File: config.mk
export PLATFORM = sky130hd
export DESIGN_NAME = keypad_entry
export DESIGN_NICKNAME = d
export VERILOG_FILES = /design/src/rtl/keypad_entry.sv
export SDC_FILE = /design/constraint.sdc
export NUM_CORES = 1
export LEC_CHECK = 0
export BUFFER_PORTS_ARGS = -buffer_cell sky130_fd_sc_hd__buf_4
export CAP_MARGIN = 5
export CORE_MARGIN = 2
export CORE_UTILIZATION = 25
export CTS_BUF_LIST = sky130_fd_sc_hd__clkbuf_8 sky130_fd_sc_hd__clkbuf_16
export CTS_CLUSTER_DIAMETER = 150
export CTS_CLUSTER_SIZE = 14
export DETAILED_ROUTE_END_ITERATION = 10
export PLACE_DENSITY = 0.49
export SLEW_MARGIN = 5
export SYNTH_ARGS = -nofsm -noshare
export SYNTH_HDL_FRONTEND = slang
export SYNTH_SLANG_ARGS = --single-unit
File: constraint.sdc
create_clock -name clk -period 3.1 [get_ports clk]
set_clock_uncertainty 0.05 [all_clocks]
set_input_delay 0 -clock clk [delete_from_list [all_inputs] [get_ports clk]]
set_output_delay 0 -clock clk [all_outputs]
set_load 0.01 [all_outputs]
File: src/rtl/keypad_entry.sv
// keypad_entry: account/PIN keypad front end feeding the ATM auth stage.
// Optional lockout after repeated auth failures: define KEYPAD_LOCKOUT_EN.
module keypad_entry #(
   parameter logic [15:0] TIMEOUT_CYCLES = 16'd1000,
   parameter logic [1:0]  MAX_TRIES      = 2'd3,
   parameter logic [15:0] LOCK_CYCLES    = 16'd5000
) (
   input  logic        clk,
   input  logic        reset,
   input  logic        key_valid,
   input  logic [3:0]  key_code,
   input  logic        auth_done,
   input  logic        auth_ok,
   input  logic        session_end,
   output logic [11:0] account_num,
   output logic [13:0] pin,
   output logic        cred_valid,
   output logic        session_active,
   output logic        error,
   output logic        locked
);

   typedef enum logic [2:0] {
      ST_ACCT,
      ST_PIN,
      ST_WAIT_AUTH,
      ST_SESSION
`ifdef KEYPAD_LOCKOUT_EN
      , ST_LOCKED
`endif
   } state_t;

   state_t      state;
   logic [13:0] acc;
   logic [2:0]  digit_cnt;
   logic [1:0]  try_cnt;
   logic [15:0] tmr;

   logic        is_digit;
   logic        is_enter;
   logic        is_clear;
   logic [13:0] acc_next;
   logic [1:0]  try_inc;
   logic        in_lock;
   logic        timing;
   logic [15:0] tmr_lim;
   logic        tmr_hit;
   logic        full;

   assign is_digit = (key_code <= 4'd9);
   assign is_enter = (key_code == 4'hA);
   assign is_clear = (key_code == 4'hB);
   assign acc_next = (acc * 14'd10) + {10'd0, key_code};
   assign full     = (digit_cnt == 3'd4);

   assign try_inc = (try_cnt == MAX_TRIES) ? MAX_TRIES
                                           : try_cnt + 2'd1;

`ifdef KEYPAD_LOCKOUT_EN
   assign in_lock = (state == ST_LOCKED);
`else
   assign in_lock = 1'b0;
`endif

   // One timer serves both the idle timeout and the lockout hold.
   assign timing  = ((state == ST_ACCT) && (digit_cnt != 3'd0))
                 || (state == ST_PIN);
   assign tmr_lim = in_lock ? LOCK_CYCLES : TIMEOUT_CYCLES;
   assign tmr_hit = (tmr == tmr_lim - 16'd1);

   // Entry FSM with registered outputs.
   always_ff @(posedge clk) begin
      if (reset) begin
         state          <= ST_ACCT;
         acc            <= '0;
         digit_cnt      <= '0;
         try_cnt        <= '0;
         tmr            <= '0;
         account_num    <= '0;
         pin            <= '0;
         cred_valid     <= 1'b0;
         session_active <= 1'b0;
         error          <= 1'b0;
         locked         <= 1'b0;
      end else if (session_end && !in_lock) begin
         state          <= ST_ACCT;
         acc            <= '0;
         digit_cnt      <= '0;
         tmr            <= '0;
         account_num    <= '0;
         pin            <= '0;
         cred_valid     <= 1'b0;
         session_active <= 1'b0;
         error          <= 1'b0;
      end else begin
         error <= 1'b0;
         case (state)
            ST_ACCT, ST_PIN: begin
               if (key_valid) begin
                  tmr <= '0;
                  unique case (1'b1)
                     is_digit: begin
                        if (full) begin
                           error <= 1'b1;
                        end else begin
                           acc       <= acc_next;
                           digit_cnt <= digit_cnt + 3'd1;
                        end
                     end
                     is_clear: begin
                        acc       <= '0;
                        digit_cnt <= '0;
                     end
                     is_enter: begin
                        acc       <= '0;
                        digit_cnt <= '0;
                        if (state == ST_ACCT) begin
                           if (full && (acc <= 14'd4095)) begin
                              account_num <= acc[11:0];
                              state       <= ST_PIN;
                           end else begin
                              error <= 1'b1;
                           end
                        end else begin
                           if (full) begin
                              pin        <= acc;
                              cred_valid <= 1'b1;
                              state      <= ST_WAIT_AUTH;
                           end else begin
                              error <= 1'b1;
                           end
                        end
                     end
                     default: error <= 1'b1;
                  endcase
               end else if (timing && tmr_hit) begin
                  error       <= 1'b1;
                  acc         <= '0;
                  digit_cnt   <= '0;
                  tmr         <= '0;
                  account_num <= '0;
                  state       <= ST_ACCT;
               end else if (timing) begin
                  tmr <= tmr + 16'd1;
               end else begin
                  tmr <= '0;
               end
            end
            ST_WAIT_AUTH: begin
               tmr <= '0;
               if (auth_done) begin
                  cred_valid <= 1'b0;
                  if (auth_ok) begin
                     try_cnt        <= '0;
                     session_active <= 1'b1;
                     state          <= ST_SESSION;
                  end else begin
                     error       <= 1'b1;
                     try_cnt     <= try_inc;
                     account_num <= '0;
                     pin         <= '0;
                     state       <= ST_ACCT;
`ifdef KEYPAD_LOCKOUT_EN
                     if (try_inc == MAX_TRIES) begin
                        locked <= 1'b1;
                        state  <= ST_LOCKED;
                     end
`endif
                  end
               end
            end
            ST_SESSION: begin
               tmr <= '0;
            end
`ifdef KEYPAD_LOCKOUT_EN
            ST_LOCKED: begin
               if (tmr_hit) begin
                  tmr     <= '0;
                  locked  <= 1'b0;
                  try_cnt <= '0;
                  state   <= ST_ACCT;
               end else begin
                  tmr <= tmr + 16'd1;
               end
            end
`endif
            default: begin
               state <= ST_ACCT;
            end
         endcase
      end
   end

endmodule

==> results of run 1 <==
cell type report:
| type | instances | area, um2 |
|---|---|---|
| clock buffer | 11 | 253 |
| clock inverter | 5 | 55.1 |
| fill | 1382 | 8960 |
| inverter | 5 | 18.8 |
| multi-input combinational | 303 | 1990 |
| sequential | 64 | 1280 |
| tap | 176 | 220 |
| timing repair buffer | 53 | 405 |
routing by layer:
metal	global-route usage [%]	share of wire, %
met5	0	0
met4	5.44	2.1
met3	2.92	6.5
met2	19.1	43
met1	17.1	48
per-stage QoR:
stage	setup TNS [ns]	hold slack [ns]	power [W]
after floorplan	0	0.0907	0.000887
after global placement	0	0.214	0.000914
after detailed placement	0	0.227	0.000914
after CTS	0	0.0220	0.00196
after global routing	-0.00441	0.0369	0.00200
final	0	0.0190	0.00193
state kept, by name, summed over array words and instances, names as in the netlist:
register / count
tmr: 16
acc: 14
pin: 14
account_num: 12
digit_cnt: 3
state: 2
cred_valid: 1
error: 1
session_active: 1
synthesized netlist by cell type (6+ instances only):
cell      count  area, um2
o21ai_0      18       90.1
ha_1         25        313
a22oi_1      24        180
nand2_1      27        101
nor3_1        6       30.0
xnor2_1      16        140
nand3_1      27        135
a21oi_1      14       70.1
xor2_1       15        131
clkbuf_1     11       41.3
nor2_1       65        244
dfxtp_1      64       1280
layout by cell type (no fill, tap or decap), types with 5 or more instances in the layout:
cell type,synthesis,routed
nand2_1,27,27
xnor2_1,16,16
ha_1,25,24
a21oi_1,14,14
o21ai_0,18,17
buf_4,2,50
clkbuf_16,0,9
a22oi_1,24,24
nand4_1,5,5
inv_1,5,5
nor2_1,65,65
dfxtp_1,64,63
nor3_1,6,6
nand3_1,27,27
xor2_1,15,15
cell families after synthesis:
logic type	count (synthesis)	synth area share [%]
xor gates and xnor gates	31	8.04
AOI/OAI and AO/OA	80	16.4
buffers and inverters	22	3.19
and+or+nand+nor	164	23.9
other	1	0.111
adders and majority gates	27	10.5
DFF	64	38.0
report_power, final:
part / total, W / internal, W / switching (W) / leakage [nW]
Clock: 0.00103 / 0.000662 / 0.000371 / 0.148
Combinational: 0.0000715 / 0.0000266 / 0.0000450 / 1.02
Sequential: 0.000827 / 0.000825 / 0.00000176 / 0.516
path summary, 6_finish.rpt:
| path | start | endpoint | slack [ns] | cells after the start |
|---|---|---|---|---|
| worst min register to register | account_num[11] | account_num[11] | 0.41 | 2 |
| worst min-delay path | key_code[1] | acc[1] | 0.02 | 4 |
| worst max register to register | acc[5] | acc[12] | 0.16 | 9 |
| worst max-delay path | acc[5] | acc[12] | 0.16 | 9 |
worst register-to-register path, delay by kind of cell (launching register included):
kind / cells / cell delay, ns
AOI/OAI and AO/OA: 3 / 0.90
xor gates and xnor gates: 1 / 0.17
adders and majority gates: 2 / 0.65
DFF: 1 / 0.42
and+or+nand+nor: 3 / 0.66
timing repair:
item                                    CTS  global route
endpoints found under the setup margin    0             1
endpoints found under the hold margin     5             0
resized for setup                         0             4
hold buffers                              3             0
==> impl_metrics.py, run 1 <==
metrics = {
    "cells_and_area": {
        "fin_util_pct": 32.1,
        "final_area_um2": 4230,
        "drive_above_1_share_pct": 19.5,
        "nNetsFinal": 473,
        "antenna_cells_inserted": 0,
        "fin_cells": 617,
        "synthToLayoutAreaGrowth_pct": 25.3,
    },
    "timing": {
        "worstMarginPinSlew_ns": 0.765,
        "fin_ws_ns": 0.163,
        "relSlewSlack_pct": 48.5,
        "finalCritPeriodShare_pct": 94.7,
        "post-route-min-period_ns": 2.94,
        "finalSetupViolCount": 0,
        "hold_viol_final": 0,
        "slew_viol_final": 0,
        "fmax_mhz": 340,
    },
    "hold_path": {
        "hold_class": "input port to flop",
    },
    "clocking": {
        "cts_setup_buffers": 0,
        "cts_made_buffers": 9,
        "clock_path_buffers": 2,
        "htreeDepth": 3,
        "cts_tree": "done",
        "clk_latency_ns": 0.33,
        "cts_sinks": 64,
        "clk_pin_slew_ns": 0.06,
        "cts_root_buf": "clkbuf_16",
    },
    "worst_setup_path": {
        "crit_path_start_kind": "flop",
        "crit_family": "compound AO/OA/AOI/OAI gates",
        "max_stage_delay_ns": 0.42,
        "path_max_fanout": 6,
        "path_class": "flop to flop",
        "crit_buf_inv": 0,
        "cpMostUsedCell": "ha_1",
        "end_kind": "flop",
        "cp.required_ns": 3.28,
        "arrival_ns": 3.11,
        "crit_path_top_delay_cell": "dfxtp_1",
        "cp_cell_sequence": "ha_1 > ha_1 > and2_4 > a221o_1 > a311oi_2 > nor3_1 > or3_1 > xor2_1 > a22o_1",
    },
    "floorplanning": {
        "core_area_um2": 13200,
        "dieArea_um2": 14400,
        "num_rows": 42,
        "die_w_um": 120,
        "die_h_um": 120,
        "pin_count": 40,
        "start_util_pct": 25.6,
    },
    "logic_synthesis": {
        "syn_nets": 426,
        "synth_seq_area_share_pct": 38.0,
        "synthArstFlopShare_pct": 0,
        "synth_cells": 389,
        "synth_cell_types": 56,
        "avgSynthCellArea_um2": 8.68,
        "netlist_area_um2": 3380,
        "ys_ff_latch": 64,
        "synth_edf_count": 0,
        "yosys_warnings": 0,
        "ys.flop_type": "dfxtp_1",
    },
    "power": {
        "p_leak_nw": 1.68,
        "vdd_ir_drop_max_v": 0.000254,
        "power_density_nw_per_um2": 457,
    },
    "route": {
        "wire_per_inst_um": 14.1,
        "dr.pass1.iters": 4,
        "viasPerCell": 4.66,
        "routed_wl_um": 8690,
        "num_vias": 2878,
        "postRouteAntennaNets": 0,
        "drt_iter0_markers": 181,
        "drcViolationCount": 0,
    },
    "grt": {
        "grt_pass1_vias": 2783,
        "grt_usage_pct": 12.6,
        "grt_max_degree": 34,
        "grt_overflow_total": 0,
        "grt_pass1_wl_um": 14300,
        "antenna_found_initial": 0,
    },
    "placement": {
        "placed_area_um2": 3880,
        "dpl.cell_count": 598,
        "io_buffers": 38,
        "dp_hpwl_um": 6240,
        "place_worst_setup_slack_ns": 0.120,
        "gp_congestion": 0.832,
    },
    "flow_run": {
        "max-cap-violations": 0,
    },
    "run_status": {
        "outcome": "finished, final reports clean",
    },
}
Power figures use the tool's default switching activity.
==> run 2, diff against run 1 <==
Settings changed: ABC_AREA from default to 1.
==> impl_metrics.py, run 2 <==
metrics = {
    "grt": {
        "grt_pass1_wl_um": 17300,
        "grt_pass1_vias": 3519,
        "grt_max_degree": 48,
        "grt_overflow_total": 0,
        "grt_usage_pct": 13.4,
        "antenna_found_initial": 0,
    },
    "clocking": {
        "clk_latency_ns": 0.34,
        "cts_made_buffers": 9,
        "cts_tree": "done",
        "cts_resized": 0,
        "clock_path_buffers": 2,
        "clk_pin_slew_ns": 0.06,
        "cts_root_buf": "clkbuf_16",
        "htreeDepth": 3,
        "cts_setup_buffers": 0,
        "cts_sinks": 64,
        "hold_buffers": 5,
    },
    "power": {
        "power_density_nw_per_um2": 461,
        "p_int_w": 0.00168,
        "pwr-share-comb_pct": 5.3,
        "finalPower_w": 0.00215,
        "vdd_ir_drop_max_v": 0.000235,
        "p_sw_share_pct": 22.1,
        "clkPwrFrac_pct": 56.0,
        "p_leak_nw": 1.98,
        "switching_power_w": 0.000474,
        "sequentialPowerShare_pct": 38.7,
    },
    "cells_and_area": {
        "final_cell_mix": "nand2_1 (126), nor2_1 (70), dfxtp_1 (64), inv_1 (52)",
        "n_fill_cell": 1625,
        "top_regs": "tmr x16, acc x14, pin x14",
        "largest_register_ffs": 16,
        "fin_util_pct": 31.0,
        "regMostFlops": "tmr",
        "nNetsFinal": 614,
        "drive_above_1_share_pct": 15.6,
        "synthToLayoutAreaGrowth_pct": 22.9,
        "antenna_cells_inserted": 0,
        "multi_input_comb_area_um2": 2190,
        "mostFrequentLayoutCell": "nand2_1",
        "fin_cells": 770,
        "seq_area_um2": 1280,
    },
    "worst_setup_path": {
        "path_max_fanout": 5,
        "arrival_ns": 2.74,
        "crit_path_start_kind": "flop",
        "end_kind": "flop",
        "rr_startpoint": "acc[3]",
        "cp.required_ns": 3.25,
        "rr_worst_depth": 12,
        "r2r_slack_ns": 0.51,
        "rr_endpoint": "acc[13]",
        "path_class": "flop to flop",
    },
    "floorplanning": {
        "core_area_um2": 15000,
        "dieArea_um2": 16200,
        "start_util_pct": 25.3,
        "die_w_um": 127,
        "pin_count": 40,
        "num_rows": 45,
        "die_h_um": 127,
    },
    "logic_synthesis": {
        "yosys_warnings": 0,
        "synth_cell_types": 39,
        "avgSynthCellArea_um2": 7.10,
        "syn_nets": 572,
        "yosys-top-cells-count": "nand2_1 (126), nor2_1 (70), dfxtp_1 (64), inv_1 (52), a21oi_1 (45)",
        "ys_top_cells_by_area": "dfxtp_1 (34%), nand2_1 (12%), ha_1 (8.2%), nor2_1 (6.9%), a21oi_1 (5.9%)",
        "synth_cells": 535,
        "ys.flop_type": "dfxtp_1",
        "synth_area_leader_cell": "dfxtp_1",
        "synthArstFlopShare_pct": 0,
        "synth_seq_area_share_pct": 33.8,
        "netlist_area_um2": 3800,
        "synth_top_cell_area_share_pct": 33.8,
        "synth_most_common_cell": "nand2_1",
        "ys_ff_latch": 64,
        "synth_edf_count": 0,
    },
    "timing": {
        "fmax_mhz": 386,
        "setup_tns_ns": 0,
        "fin_hold_ws_ns": 0.0697,
        "slew_viol_final": 0,
        "post-route-min-period_ns": 2.59,
        "finalSetupViolCount": 0,
        "worstMarginPinSlew_ns": 0.580,
        "finalCritPeriodShare_pct": 83.6,
        "hold_viol_final": 0,
        "relSlewSlack_pct": 61.3,
        "rsz0062_at_grt": "no",
    },
    "run_status": {
        "outcome": "finished, final reports clean",
    },
    "route": {
        "wire_per_inst_um": 13.1,
        "num_vias": 3543,
        "drt_iter0_markers": 175,
        "postRouteAntennaNets": 0,
        "viasPerCell": 4.60,
        "dr.pass1.iters": 4,
        "routed_wl_um": 10100,
        "drcViolationCount": 0,
    },
    "placement": {
        "gp_congestion": 0.805,
        "dpl.cell_count": 749,
        "io_buffers": 38,
        "dp_hpwl_um": 7560,
    },
    "hold_path": {
        "hold_depth": 4,
        "hold_class": "input port to flop",
        "hold_end": "acc[1]",
        "hold_path_startpoint": "key_code[1]",
    },
    "flow_run": {
        "max-cap-violations": 0,
    },
}
[run 2: cell count changes in the layout (fill, tap and decap cells not counted), moves of 9 or more]
| cell | previous run | this run |
|---|---|---|
| a21oi_1 | 14 | 45 |
| a22oi_1 | 24 | 4 |
| a22oi_2 | 0 | 10 |
| inv_1 | 5 | 52 |
| nand2_1 | 27 | 126 |
| nand3_1 | 27 | 36 |
| nand4_1 | 5 | 21 |
| o21ai_0 | 17 | 5 |
| xnor2_1 | 16 | 3 |
[run 2: area by class of cell]
type	instances	area share, %
clock buffer	10	5.12
clock inverter	6	2.49
inverter	56	4.56
multi-input combinational	396	47.0
sequential	64	27.5
tap	188	5.04
timing repair buffer	50	8.31
[run 2: metal layers]
layer	global-route usage (%)	wire, um	vias up
met5	0	0	-
li1	-	-	1864
met4	5.04	254	0
met3	3.64	420	13
met2	20.7	4340	76
met1	18.0	5080	1590
[run 2: stage by stage]
stage | setup WS [ns] | instance area [um2]
floorplan | 0.703 | 3800
global placement | 0.559 | 4260
detailed placement | 0.499 | 4260
CTS | 0.485 | 4670
global route | 0.217 | 4670
finish | 0.507 | 4670
[run 2: critical path: stages, from the launching register on]
cell	delay (ns)
dfxtp_1	0.43
ha_1	0.27
ha_1	0.24
fa_1	0.55
nand3_1	0.12
nor2_1	0.13
nand2_1	0.08
nor2_1	0.14
nand3_1	0.14
nor2_1	0.11
nand2_1	0.05
nand3_1	0.07
a21oi_1	0.07
[run 2: kinds of logic (layout without fill, tap and decap cells)]
| group | after synthesis | after routing | synth area share [%] |
|---|---|---|---|
| AO/OA/AOI/OAI | 73 | 73 | 12.3 |
| XOR/XNOR | 10 | 10 | 2.31 |
| adder cells (fa/ha/maj) | 27 | 27 | 9.29 |
| buffers and inverters | 75 | 122 | 8.44 |
| flip-flops | 64 | 64 | 33.8 |
| other | 1 | 1 | 0.0988 |
| AND/OR/NAND/NOR | 285 | 285 | 33.8 |
[run 2: how the worst max path moves through the flow]
| stage | startpoint | end | slack, ns | cells after the start |
|---|---|---|---|---|
| after floorplan | acc[1] | acc[12] | 0.70 | 14 |
| after global placement | acc[3] | acc[12] | 0.56 | 14 |
| after detailed placement | acc[3] | acc[13] | 0.50 | 12 |
| after CTS | acc[3] | acc[13] | 0.48 | 12 |
| after global routing | acc[3] | acc[12] | 0.22 | 14 |
| final | acc[3] | acc[13] | 0.51 | 12 |
[run 2: power by group through the flow]
stage	logic, W	registers [W]	clock network [W]
2_1_floorplan	0.0000787	0.000848	0
3_3_place_gp	0.000109	0.000849	0
3_5_place_dp	0.000109	0.000849	0
4_1_cts	0.000115	0.000831	0.00124
5_1_grt	0.000128	0.000831	0.00128
6_report	0.000114	0.000831	0.00120
